### config.mk
export PLATFORM = sky130hd
export DESIGN_NAME = axi4_lite_timer
export DESIGN_NICKNAME = d
export VERILOG_FILES = /design/src/rtl/axi4_lite_timer.sv
export SDC_FILE = /design/constraint.sdc
export NUM_CORES = 1
export LEC_CHECK = 0
export BUFFER_PORTS_ARGS = -buffer_cell sky130_fd_sc_hd__clkbuf_2
export CAP_MARGIN = 20
export CORE_UTILIZATION = 50
export CTS_BUF_LIST = sky130_fd_sc_hd__clkbuf_4 sky130_fd_sc_hd__clkbuf_8 sky130_fd_sc_hd__clkbuf_16
export CTS_CLUSTER_DIAMETER = 100
export DETAILED_ROUTE_END_ITERATION = 7
export GPL_TIMING_DRIVEN = 0
export PLACE_DENSITY = 0.76
export SLEW_MARGIN = 20
export SYNTH_ARGS = -nofsm -noshare
export SYNTH_HDL_FRONTEND = slang
export SYNTH_SLANG_ARGS = --single-unit
### constraint.sdc
create_clock -name i_clk -period 8.8 [get_ports i_clk]
set_clock_uncertainty 0.15 [all_clocks]
set_input_delay 2.2 -clock i_clk [delete_from_list [all_inputs] [get_ports i_clk]]
set_output_delay 2.2 -clock i_clk [all_outputs]
set_load 0.03 [all_outputs]
### src/rtl/axi4_lite_timer.sv
// AXI4-Lite timer target: prescaled 32-bit up-counter, compare register and match flag.
// The match flag drives a level interrupt when irq_en is set.
module axi4_lite_timer #(
    parameter int ADDR_WIDTH = 32,
    parameter int DATA_WIDTH = 32,
    parameter int PRESCALE   = 100
) (
    input  logic                  i_clk,
    input  logic                  i_rst,
    input  logic                  i_AWVALID,
    output logic                  o_AWREADY,
    input  logic [ADDR_WIDTH-1:0] i_AWADDR,
    input  logic [2:0]            i_AWPROT,
    input  logic                  i_WVALID,
    output logic                  o_WREADY,
    input  logic [DATA_WIDTH-1:0] i_WDATA,
    input  logic [3:0]            i_WSTRB,
    output logic                  o_BVALID,
    input  logic                  i_BREADY,
    output logic [1:0]            o_BRESP,
    input  logic                  i_ARVALID,
    output logic                  o_ARREADY,
    input  logic [ADDR_WIDTH-1:0] i_ARADDR,
    input  logic [2:0]            i_ARPROT,
    output logic                  o_RVALID,
    input  logic                  i_RREADY,
    output logic [DATA_WIDTH-1:0] o_RDATA,
    output logic [1:0]            o_RRESP,
    output logic                  o_irq
);

    localparam int PS_W = (PRESCALE > 1) ? $clog2(PRESCALE) : 1;
    localparam logic [PS_W-1:0] PS_LAST = PS_W'(PRESCALE - 1);

    typedef enum logic [1:0] {
        REG_CTRL    = 2'd0,
        REG_STATUS  = 2'd1,
        REG_COUNT   = 2'd2,
        REG_COMPARE = 2'd3
    } reg_sel_e;

    logic [2:0]            ctrl;
    logic                  match;
    logic [DATA_WIDTH-1:0] count;
    logic [DATA_WIDTH-1:0] compare;
    logic [PS_W-1:0]       presc;
    logic                  tick;
    logic                  wr_acc;
    logic                  rd_acc;
    reg_sel_e              wsel;
    reg_sel_e              rsel;
    logic [DATA_WIDTH-1:0] rd_val;

    logic unused_inputs;
    assign unused_inputs = ^{i_AWPROT, i_ARPROT,
                             i_AWADDR[ADDR_WIDTH-1:4], i_AWADDR[1:0],
                             i_ARADDR[ADDR_WIDTH-1:4], i_ARADDR[1:0]};

    function automatic logic [DATA_WIDTH-1:0] merge_bytes(
        input logic [DATA_WIDTH-1:0] old_val,
        input logic [DATA_WIDTH-1:0] new_val,
        input logic [3:0]            strb
    );
        logic [DATA_WIDTH-1:0] r;
        r = old_val;
        for (int unsigned i = 0; i < 4; i++) begin
            if (strb[i]) r[8*i +: 8] = new_val[8*i +: 8];
        end
        return r;
    endfunction

    // READY is registered, so a transfer completes on the edge where READY is seen high.
    assign wr_acc = o_AWREADY & i_AWVALID & i_WVALID;
    assign rd_acc = o_ARREADY & i_ARVALID;
    assign wsel   = reg_sel_e'(i_AWADDR[3:2]);
    assign rsel   = reg_sel_e'(i_ARADDR[3:2]);
    assign tick   = ctrl[0] & (presc == PS_LAST);

    assign o_BRESP = 2'b00;
    assign o_RRESP = 2'b00;
    assign o_irq   = match & ctrl[2];

    always_ff @(posedge i_clk or posedge i_rst) begin
        if (i_rst) begin
            o_AWREADY <= 1'b0;
            o_WREADY  <= 1'b0;
            o_BVALID  <= 1'b0;
        end else begin
            o_AWREADY <= i_AWVALID & i_WVALID & ~o_BVALID & ~o_AWREADY;
            o_WREADY  <= i_AWVALID & i_WVALID & ~o_BVALID & ~o_AWREADY;
            if (wr_acc) begin
                o_BVALID <= 1'b1;
            end else if (i_BREADY) begin
                o_BVALID <= 1'b0;
            end
        end
    end

    always_comb begin
        rd_val = '0;
        case (rsel)
            REG_CTRL:    rd_val[2:0] = ctrl;
            REG_STATUS:  rd_val[0]   = match;
            REG_COUNT:   rd_val      = count;
            REG_COMPARE: rd_val      = compare;
            default:     rd_val      = '0;
        endcase
    end

    always_ff @(posedge i_clk or posedge i_rst) begin
        if (i_rst) begin
            o_ARREADY <= 1'b0;
            o_RVALID  <= 1'b0;
            o_RDATA   <= '0;
        end else begin
            o_ARREADY <= i_ARVALID & ~o_RVALID & ~o_ARREADY;
            if (rd_acc) begin
                o_RVALID <= 1'b1;
                o_RDATA  <= rd_val;
            end else if (i_RREADY) begin
                o_RVALID <= 1'b0;
            end
        end
    end

    always_ff @(posedge i_clk or posedge i_rst) begin
        if (i_rst) begin
            presc <= '0;
        end else if (ctrl[0]) begin
            presc <= tick ? '0 : presc + 1'b1;
        end
    end

    // An AXI write to COUNT wins over the tick; a hardware match wins over a W1C clear.
    always_ff @(posedge i_clk or posedge i_rst) begin
        if (i_rst) begin
            ctrl    <= '0;
            match   <= 1'b0;
            count   <= '0;
            compare <= '0;
        end else begin
            if (wr_acc && wsel == REG_CTRL && i_WSTRB[0]) begin
                ctrl <= i_WDATA[2:0];
            end
            if (wr_acc && wsel == REG_COMPARE) begin
                compare <= merge_bytes(compare, i_WDATA, i_WSTRB);
            end
            if (wr_acc && wsel == REG_COUNT) begin
                count <= merge_bytes(count, i_WDATA, i_WSTRB);
            end else if (tick) begin
                count <= (ctrl[1] && count == compare) ? '0 : count + 32'd1;
            end
            if (tick && count == compare) begin
                match <= 1'b1;
            end else if (wr_acc && wsel == REG_STATUS && i_WSTRB[0] && i_WDATA[0]) begin
                match <= 1'b0;
            end
        end
    end

endmodule
==> impl_metrics.json, run 1 <==
{
  "use_met1": 0.3949,
  "avgSynthCellArea_um2": 9.745,
  "antenna_found_initial": 0,
  "areaGrowthSynthToFinish_pct": 15.90,
  "met3_usage": 0.05280,
  "placed_cells": 849,
  "fill_cells": 1048,
  "grt_overflow": 0,
  "ys.flop_type": "dfrtp_1",
  "power.internal_w": 0.0009214,
  "synth_area_leaders": "dfrtp_1 (46%), mux2_2 (7.1%), mux2i_1 (5.5%)",
  "routed_wl_um": 17090,
  "fmax_ghz": 0.2326,
  "synth_top_area_frac": 0.4597,
  "crit_path_top_delay_cell": "clkbuf_1",
  "fp-row-count": 39,
  "use_met2": 0.4526,
  "cts_tree": "yes",
  "yosys_warnings": 0,
  "cp.buffers_inverters": 3,
  "coreArea_mm2": 0.01161,
  "slowest_delay_ps": 580,
  "root_buffer": "clkbuf_16",
  "leakagePower_nw": 3.117,
  "instances_no_fill": 865,
  "outcome": "finished with violations",
  "power_w": 0.001342,
  "drv_cap": 0,
  "synth.largest_area_cell": "dfrtp_1",
  "vias": 5291,
  "die_h_um": 111.9,
  "port_buffers": 82,
  "start_kind": "input port",
  "postCtsSetupBuffers": 0,
  "grt_pass1_wl_um": 27740,
  "tns_ps": 0,
  "io_pins": 155,
  "dieArea_mm2": 0.01253,
  "arrival_ps": 4400,
  "worst_pin_slew_ps": 1019,
  "drtIter0Drc": 478,
  "hpwl_um": 12300,
  "synth.distinct_cells": 52,
  "cts_max_path_buffers": 2,
  "critPathTopFamily": "buffers and inverters",
  "fin_crit_ps": 4300,
  "htree_levels": 3,
  "seqCellArea_mm2": 0.002778,
  "worst-path-max-fanout": 10,
  "ys_async_sr_fraction": 1.000,
  "via_per_inst": 6.117,
  "violations": "DRC",
  "busiest_layer": "met2",
  "setup_viol": 0,
  "p_per_area_mw_per_mm2": 191.7,
  "wl_per_cell_um": 19.76,
  "nets": 832,
  "p_comb_frac": 0.204,
  "grt_use_total": 0.2887,
  "p_switching_w": 0.0004208,
  "setup_slack_ps": 4500,
  "endpoint_kind": "flop",
  "ctsResizeCount": 0,
  "drtAntennaViolNets": 0,
  "clock_latency_ps": 370,
  "criticalPathCategory": "in -> reg",
  "multi_input_area_mm2": 0.003028,
  "synth_cells": 620,
  "fin_crit_sh": 0.4886,
  "ir_drop_v": 0.0001569,
  "cp_data_required_time_ps": 8900,
  "netlist_area_mm2": 0.006042,
  "slew_violations": 0,
  "synth_edf_count": 0,
  "drcViolationCount": 6,
  "dr.pass1.iters": 7,
  "rsz0062_at_grt": "no",
  "slew_headroom": 0.3146,
  "yosysSeqAreaShare": 0.4597,
  "grt_pass1_vias": 5189,
  "yosysMostFrequentCell": "dfrtp_1",
  "place_ws_ps": 3887,
  "diodes": 0,
  "cp_cell_sequence": "clkbuf_2 > nand2_1 > nor3_2 > clkbuf_1 > clkbuf_1 > nor4_1 > o21ai_0 > nand2_1",
  "holdBufCountCts": 0,
  "cts.clk_slew.worst_paths_ps": 70,
  "drive_above_1_share": 0.2244,
  "synth_seq_cells": 111,
  "start_util": 0.5203,
  "p_clk_frac": 0.333,
  "seqPwrFrac": 0.463,
  "swShare": 0.3135,
  "grt_max_degree": 76,
  "gpl.final_weighted_congestion": 0.8924,
  "cts_made_buffers": 9,
  "die_x_um": 111.9,
  "synthTopCellsByCount": "dfrtp_1 (111), nand2_1 (83), o21ai_0 (58)",
  "finalHoldViolCount": 0,
  "holdCritPathClass": "reg -> reg",
  "clock_sinks": 111
}
[sequential cells by signal (all words and copies together), names as in the netlist]
signal	count
o_WREADY	1
compare	32
o_ARREADY	1
ctrl	3
match	1
o_RDATA	32
count	32
o_RVALID	1
o_BVALID	1
presc	7
[logic make-up (layout without fill, tap and decap cells)]
| logic type | after synthesis | in the layout | synth area share |
|---|---|---|---|
| adders and majority gates | 2 | 2 | 0.004141 |
| muxes | 72 | 72 | 0.1292 |
| other | 1 | 4 | 0.0006207 |
| and+or+nand+nor | 231 | 231 | 0.2019 |
| buffers and inverters | 59 | 158 | 0.04183 |
| xor gates and xnor gates | 35 | 35 | 0.05074 |
| DFF | 111 | 111 | 0.4597 |
| AOI/OAI and AO/OA | 109 | 109 | 0.1118 |
[stage by stage]
step / hold WS [ps] / util / instance area [µm²]
2_1_floorplan: 327.2 / - / 6053
3_3_place_gp: 290.4 / 0.5720 / 6643
3_5_place_dp: 305.6 / 0.5748 / 6675
4_1_cts: 318.4 / 0.6026 / 6998
5_1_grt: 346.0 / 0.6030 / 7003
6_report: 315.0 / 0.6030 / 7003
[layout make-up]
| class | instances | area share |
|---|---|---|
| clock inverters | 7 | 0.01394 |
| multi-input cells | 453 | 0.4324 |
| well taps | 143 | 0.02555 |
| clock buffers | 9 | 0.03216 |
| flip-flops and latches | 111 | 0.3966 |
| inverters | 9 | 0.005539 |
| repair buffers | 83 | 0.06253 |
| plain buffers | 50 | 0.03127 |
[placed cells by master (no fill, tap or decap), types with 3 or more instances in the layout]
| master | instances |
|---|---|
| clkbuf_1 | 31 |
| a21oi_1 | 6 |
| inv_1 | 8 |
| a22oi_1 | 22 |
| and2_1 | 7 |
| or3_1 | 7 |
| nand4_1 | 20 |
| buf_1 | 4 |
| nor3_1 | 6 |
| and4_1 | 4 |
| o21ai_0 | 58 |
| and3_1 | 24 |
| o311ai_0 | 3 |
| xnor2_1 | 34 |
| nor2_1 | 16 |
| clkbuf_2 | 83 |
| or2_2 | 3 |
| a31oi_1 | 3 |
| clkbuf_16 | 9 |
| conb_1 | 4 |
| mux2i_1 | 33 |
| buf_4 | 5 |
| dfrtp_1 | 111 |
| nand2_1 | 83 |
| nand3_1 | 25 |
| nor4_1 | 21 |
| mux2_2 | 38 |
| a32oi_1 | 4 |
| buf_2 | 9 |
[power groups by stage]
stage	clock, W	sequential [W]	combinational, W
global placement	0	0.000625	0.000265
CTS	0.000450	0.000621	0.000275
floorplan	0	0.000685	0.000124
finish	0.000446	0.000621	0.000274
global route	0.000471	0.000630	0.000297
detailed placement	0	0.000631	0.000273
[layer usage]
metal / routed length (µm) / vias up
met1: 7309 / 2581
met4: 524 / 0
li1: - / 2433
met2: 7990 / 230
met5: 0 / -
met3: 1268 / 47
[path summary, 6_finish.rpt]
kind | slack (ps) | cells past startpoint | start | end
hold reg to reg | 320 | 1 | o_RVALID | o_ARREADY
hold / removal | 320 | 1 | o_RVALID | o_ARREADY
max in group asynchronous | 6160 | 3 | i_rst | o_RVALID
setup / recovery | 4500 | 8 | i_AWVALID | count[27]
min in group asynchronous | 1660 | 2 | i_rst | count[18]
setup reg to reg | 5880 | 5 | presc[2] | count[5]
Note: power is estimated with default switching activity, not from simulation.
==> run 2, diff against run 1 <==
Clock period 8.8 ns to 4.1 ns, I/O delays scaled along.
==> impl_metrics.json, run 2 (synthesized netlist as in run 1, its figures left out) <==
{
  "outcome": "finished with violations",
  "violations": "DRC",
  "largestRegisters": "compare (32), count (32), o_RDATA (32)",
  "worstHoldEndpoint": "o_WREADY",
  "hpwl_um": 12570,
  "holdCritPathClass": "reg -> reg",
  "grt_use_total": 0.2904,
  "grt_max_degree": 27,
  "arrival_ps": 3530,
  "drv_cap": 0,
  "placed_cell_area_mm2": 0.006741,
  "setup_slack_ps": 652.8,
  "dieArea_mm2": 0.01253,
  "fill_cells": 1030,
  "fp-row-count": 39,
  "wl_met3_um": 1157,
  "hold_start": "o_BVALID",
  "worst_pin_slew_ps": 1054,
  "worst-path-max-fanout": 10,
  "grt_pass1_wl_um": 27630,
  "fin_crit_sh": 0.8408,
  "wl_per_cell_um": 19.89,
  "cp_data_required_time_ps": 4180,
  "slew_violations": 0,
  "start_util": 0.5203,
  "min_path_cells": 1,
  "mostFrequentLayoutCells": "dfrtp_1 (111), nand2_1 (83), clkbuf_2 (83), o21ai_0 (58), mux2_2 (38)",
  "ir_drop_v": 0.0002680,
  "highest_layer": "met4",
  "drive_above_1_share": 0.2262,
  "design_area_mm2": 0.007046,
  "place_ws_ps": 370.2,
  "wl_met2_um": 8021,
  "holdBufCountCts": 0,
  "die_h_um": 111.9,
  "cts_made_buffers": 9,
  "p_per_area_mw_per_mm2": 401.7,
  "endpoint_kind": "flop",
  "vias": 5292,
  "fin_crit_ps": 3447,
  "cts_max_path_buffers": 2,
  "rsz0062_at_grt": "no",
  "cts_tree": "yes",
  "routed_wl_um": 17270,
  "drtIter0Drc": 525,
  "met1_length_um": 7554,
  "antenna_found_initial": 0,
  "postCtsSetupBuffers": 0,
  "slew_headroom": 0.2921,
  "layout_commonest_cell": "dfrtp_1",
  "htree_levels": 3,
  "finalHoldViolCount": 0,
  "leakagePower_nw": 3.142,
  "clock_sinks": 111,
  "crit_start": "i_WVALID",
  "ctsResizeCount": 0,
  "grt_overflow": 0,
  "reg2reg_slack_ps": 1040,
  "grt_pass1_vias": 5178,
  "criticalPathCategory": "in -> reg",
  "io_pins": 155,
  "coreArea_mm2": 0.01161,
  "via_per_inst": 6.097,
  "root_buffer": "clkbuf_16",
  "areaGrowthSynthToFinish_pct": 16.61,
  "dr.pass1.iters": 7,
  "nets": 835,
  "setup_viol": 0,
  "start_kind": "input port",
  "gpl.final_weighted_congestion": 0.9209,
  "diodes": 0,
  "r2r-end": "count[13]",
  "clock_latency_ps": 360,
  "tns_ps": 0,
  "fmax_ghz": 0.2901,
  "rr_worst_depth": 7,
  "cts.clk_slew.worst_paths_ps": 70,
  "drtAntennaViolNets": 0,
  "die_x_um": 111.9,
  "drcViolationCount": 5,
  "port_buffers": 82,
  "timing.rr.start": "o_WREADY"
}
[run 2: changes by cell type in the layout (fill, tap and decap cells not counted), sizes merged]
cell and delta:
buf +3, bufinv -1, clkbuf +4, clkinv -2, inv -1
[run 2: how the worst max path moves through the flow]
| stage | to | slack [ps] | cells after the start |
|---|---|---|---|
| after floorplan | count[21] | 1430 | 7 |
| after global placement | count[9] | 400 | 8 |
| after detailed placement | count[13] | 370 | 8 |
| after CTS | count[13] | 730 | 8 |
| after global routing | count[13] | 590 | 8 |
| final | count[13] | 650 | 8 |
[run 2: layout make-up]
type                            instances  area, µm²  share of cell area
Multi-Input combinational cell        453       3023              0.4291
Sequential cell                       111       2778              0.3942
Timing Repair Buffer                   86      505.5             0.07175
Clock buffer                           13      261.5             0.03712
Buffer                                 50      219.0             0.03108
Tap cell                              143      178.9             0.02540
Clock inverter                          3      42.54            0.006038
Inverter                                9      37.54            0.005328
[run 2: layer usage]
layer / GRT usage / vias to the layer above
li1: - / 2440
met1: 0.4014 / 2585
met2: 0.4480 / 225
met3: 0.04627 / 42
met4: 0.1369 / 0
met5: 0 / -
[run 2: power by group]
| group | total (W) | internal (W) | leakage, nW | switching [W] |
|---|---|---|---|---|
| clock network | 0.000902 | 0.000511 | 0.150 | 0.000392 |
| logic | 0.000596 | 0.000220 | 1.64 | 0.000377 |
| registers | 0.00133 | 0.00123 | 1.35 | 0.000104 |
[run 2: critical path: stages]
cell,delay [ps]
clkbuf_2,90
nand2_1,80
nor3_1,850
clkbuf_1,500
clkbuf_1,560
nor4_1,120
o21ai_0,230
nand2_1,80
[run 2: metrics by stage]
stage | cells | util | power [W] | hold slack [ps]
after floorplan | 623 | - | 0.001736 | 327.2
after global placement | 848 | 0.5723 | 0.001910 | 288.3
after detailed placement | 852 | 0.5805 | 0.001945 | 303.6
after CTS | 868 | 0.6067 | 0.002842 | 313.1
after global routing | 868 | 0.6067 | 0.002957 | 334.1
final | 868 | 0.6067 | 0.002830 | 310.6
==> run 3, diff against run 2 <==
Settings changed: ABC_AREA set to 1, PLACE_DENSITY 0.76 to 0.75.
Clock period 4.1 ns to 3.2 ns, I/O delays scaled along.
==> impl_metrics.json, run 3 <==
{
  "htree_levels": 3,
  "grt_overflow": 0,
  "yosys_warnings": 0,
  "grt_pass1_vias": 5471,
  "drv_cap": 0,
  "wl_met3_um": 1147,
  "crit_path_top_delay_cell": "buf_2",
  "via_per_inst": 5.403,
  "cp_data_required_time_ps": 3340,
  "vias": 5932,
  "grt_pass1_wl_um": 29190,
  "yosysMostFrequentCell": "nand2_1",
  "routed_wl_um": 18340,
  "cts_max_path_buffers": 2,
  "cts_made_buffers": 9,
  "synth_cells": 821,
  "wl_met2_um": 8242,
  "drtIter0Drc": 493,
  "yosysSeqAreaShare": 0.4182,
  "p_switching_w": 0.001545,
  "die_x_um": 117.3,
  "coreArea_mm2": 0.01277,
  "diodes": 0,
  "mostFrequentLayoutCells": "nand2_1 (154), nor2_1 (118), dfrtp_1 (111), clkbuf_2 (83), a21oi_1 (72)",
  "drcViolationCount": 0,
  "netlist_area_mm2": 0.006641,
  "grt_max_degree": 34,
  "rsz0062_at_grt": "no",
  "design_area_mm2": 0.007680,
  "clock_latency_ps": 360,
  "power_w": 0.004438,
  "holdCritPathClass": "reg -> reg",
  "start_util": 0.5199,
  "endpoint_kind": "flop",
  "cp_cell_sequence": "clkbuf_2 > nand2_1 > nor2_2 > nand2_2 > nor2_8 > nor2_1 > inv_2 > buf_2 > o21ai_0 > a21oi_1",
  "synth_top_area_frac": 0.4182,
  "seqPwrFrac": 0.419,
  "synth_area_leaders": "dfrtp_1 (42%), nand2_1 (8.7%), nor2_1 (6.7%)",
  "cts.clk_slew.worst_paths_ps": 70,
  "die_h_um": 117.3,
  "drive_above_1_share": 0.2214,
  "outcome": "completed",
  "synth.distinct_cells": 41,
  "gpl.final_weighted_congestion": 0.9531,
  "largestRegisters": "compare (32), count (32), o_RDATA (32)",
  "finalHoldViolCount": 0,
  "areaGrowthSynthToFinish_pct": 15.64,
  "start_kind": "input port",
  "holdBufCountCts": 0,
  "io_pins": 155,
  "dieArea_mm2": 0.01375,
  "ir_drop_v": 0.0004291,
  "synth_seq_cells": 111,
  "worst-path-max-fanout": 10,
  "power.internal_w": 0.002893,
  "swShare": 0.3482,
  "synth.largest_area_cell": "dfrtp_1",
  "ctsResizeCount": 0,
  "layout_commonest_cell": "nand2_1",
  "grt_use_total": 0.2863,
  "root_buffer": "clkbuf_16",
  "highest_layer": "met4",
  "drtAntennaViolNets": 0,
  "critPathTopFamily": "simple AND/OR/NAND/NOR gates",
  "leakagePower_nw": 3.722,
  "timing.hold.ws_ps": 327.4,
  "synthTopCellsByCount": "nand2_1 (154), nor2_1 (118), dfrtp_1 (111)",
  "worst_pin_slew_ps": 649.5,
  "tns_ps": 0,
  "clock_sinks": 111,
  "ys.flop_type": "dfrtp_1",
  "port_buffers": 83,
  "fin_crit_sh": 0.7265,
  "avgSynthCellArea_um2": 8.089,
  "criticalPathCategory": "in -> reg",
  "cts_tree": "yes",
  "nets": 1036,
  "wl_per_cell_um": 16.70,
  "postCtsSetupBuffers": 0,
  "p_per_area_mw_per_mm2": 577.9,
  "slowest_delay_ps": 330,
  "ys_async_sr_fraction": 1.000,
  "p_clk_frac": 0.285,
  "antenna_found_initial": 0,
  "arrival_ps": 2460,
  "setup_viol": 0,
  "slew_violations": 0,
  "cp.buffers_inverters": 3,
  "slew_headroom": 0.5670,
  "synth_edf_count": 0,
  "placed_cell_area_mm2": 0.007347,
  "hpwl_um": 13830,
  "p_comb_frac": 0.295,
  "dr.pass1.iters": 5,
  "fp-row-count": 41,
  "fin_crit_ps": 2325,
  "met1_length_um": 8367,
  "fmax_ghz": 0.4301
}
==> run 3: cell count changes in the layout (fill, tap and decap cells not counted), moves of 28 or more <==
cell,previous run,this run
nor2_1,16,118
nand2_1,83,154
a21oi_1,6,72
inv_1,8,58
mux2i_1,33,0
a221oi_1,0,28
mux2_2,38,10
==> run 3: per-stage QoR <==
| stage | worst slack, ps | utilization | std cells |
|---|---|---|---|
| 2_1_floorplan | 906.5 | - | 824 |
| 3_3_place_gp | 149.5 | 0.5705 | 1079 |
| 3_5_place_dp | 583.7 | 0.5752 | 1082 |
| 4_1_cts | 946.2 | 0.6012 | 1098 |
| 5_1_grt | 784.6 | 0.6012 | 1098 |
| 6_report | 875.1 | 0.6012 | 1098 |
==> run 3: path summary, 6_finish.rpt <==
| check | from | end | slack (ps) | cells after the start |
|---|---|---|---|---|
| max | i_AWVALID | count[0] | 880 | 10 |
| min | o_RDATA[18] | o_RDATA[18] | 330 | 1 |
| max reg2reg | count[24] | count[15] | 890 | 9 |
| min reg2reg | o_RDATA[18] | o_RDATA[18] | 330 | 1 |
| max in group asynchronous | i_rst | o_RDATA[20] | 1770 | 4 |
| min in group asynchronous | i_rst | presc[6] | 350 | 2 |
==> run 3: area by class of cell <==
class | count | area, µm²
Fill cell | 1204 | 5094
Multi-Input combinational cell | 590 | 3314
Sequential cell | 111 | 2778
Timing Repair Buffer | 86 | 475.5
Buffer | 53 | 297.8
Clock buffer | 13 | 267.8
Inverter | 70 | 266.5
Tap cell | 172 | 215.2
Clock inverter | 3 | 65.06
==> run 3: cells by family after synthesis <==
family,Yosys count,synth area share
and+or+nand+nor,364,0.2662
AOI/OAI and AO/OA,161,0.1437
buffers and inverters,123,0.08440
DFF,111,0.4182
xor gates and xnor gates,45,0.05934
muxes,14,0.02374
adders and majority gates,2,0.003767
other,1,0.0005646
==> run 3: worst register-to-register path, delay by kind of cell, from the launching register on <==
kind	cells	cell delay (ps)
buffers and inverters	1	240
xor gates and xnor gates	1	440
DFF	1	440
AOI/OAI and AO/OA	1	70
and+or+nand+nor	6	830
==> run 3: layer usage <==
metal,track usage,up-vias
li1,-,2892
met1,0.3971,2798
met2,0.4451,210
met3,0.04480,32
met4,0.1215,0
met5,0,-
==> run 3: power by group through the flow <==
stage               Clock (W)  Sequential [W]  Combinational, W
global placement            0         0.00187           0.00128
floorplan                   0         0.00207          0.000731
finish                0.00127         0.00186           0.00131
detailed placement          0         0.00188           0.00130
global route          0.00132         0.00190           0.00146
CTS                   0.00128         0.00186           0.00131
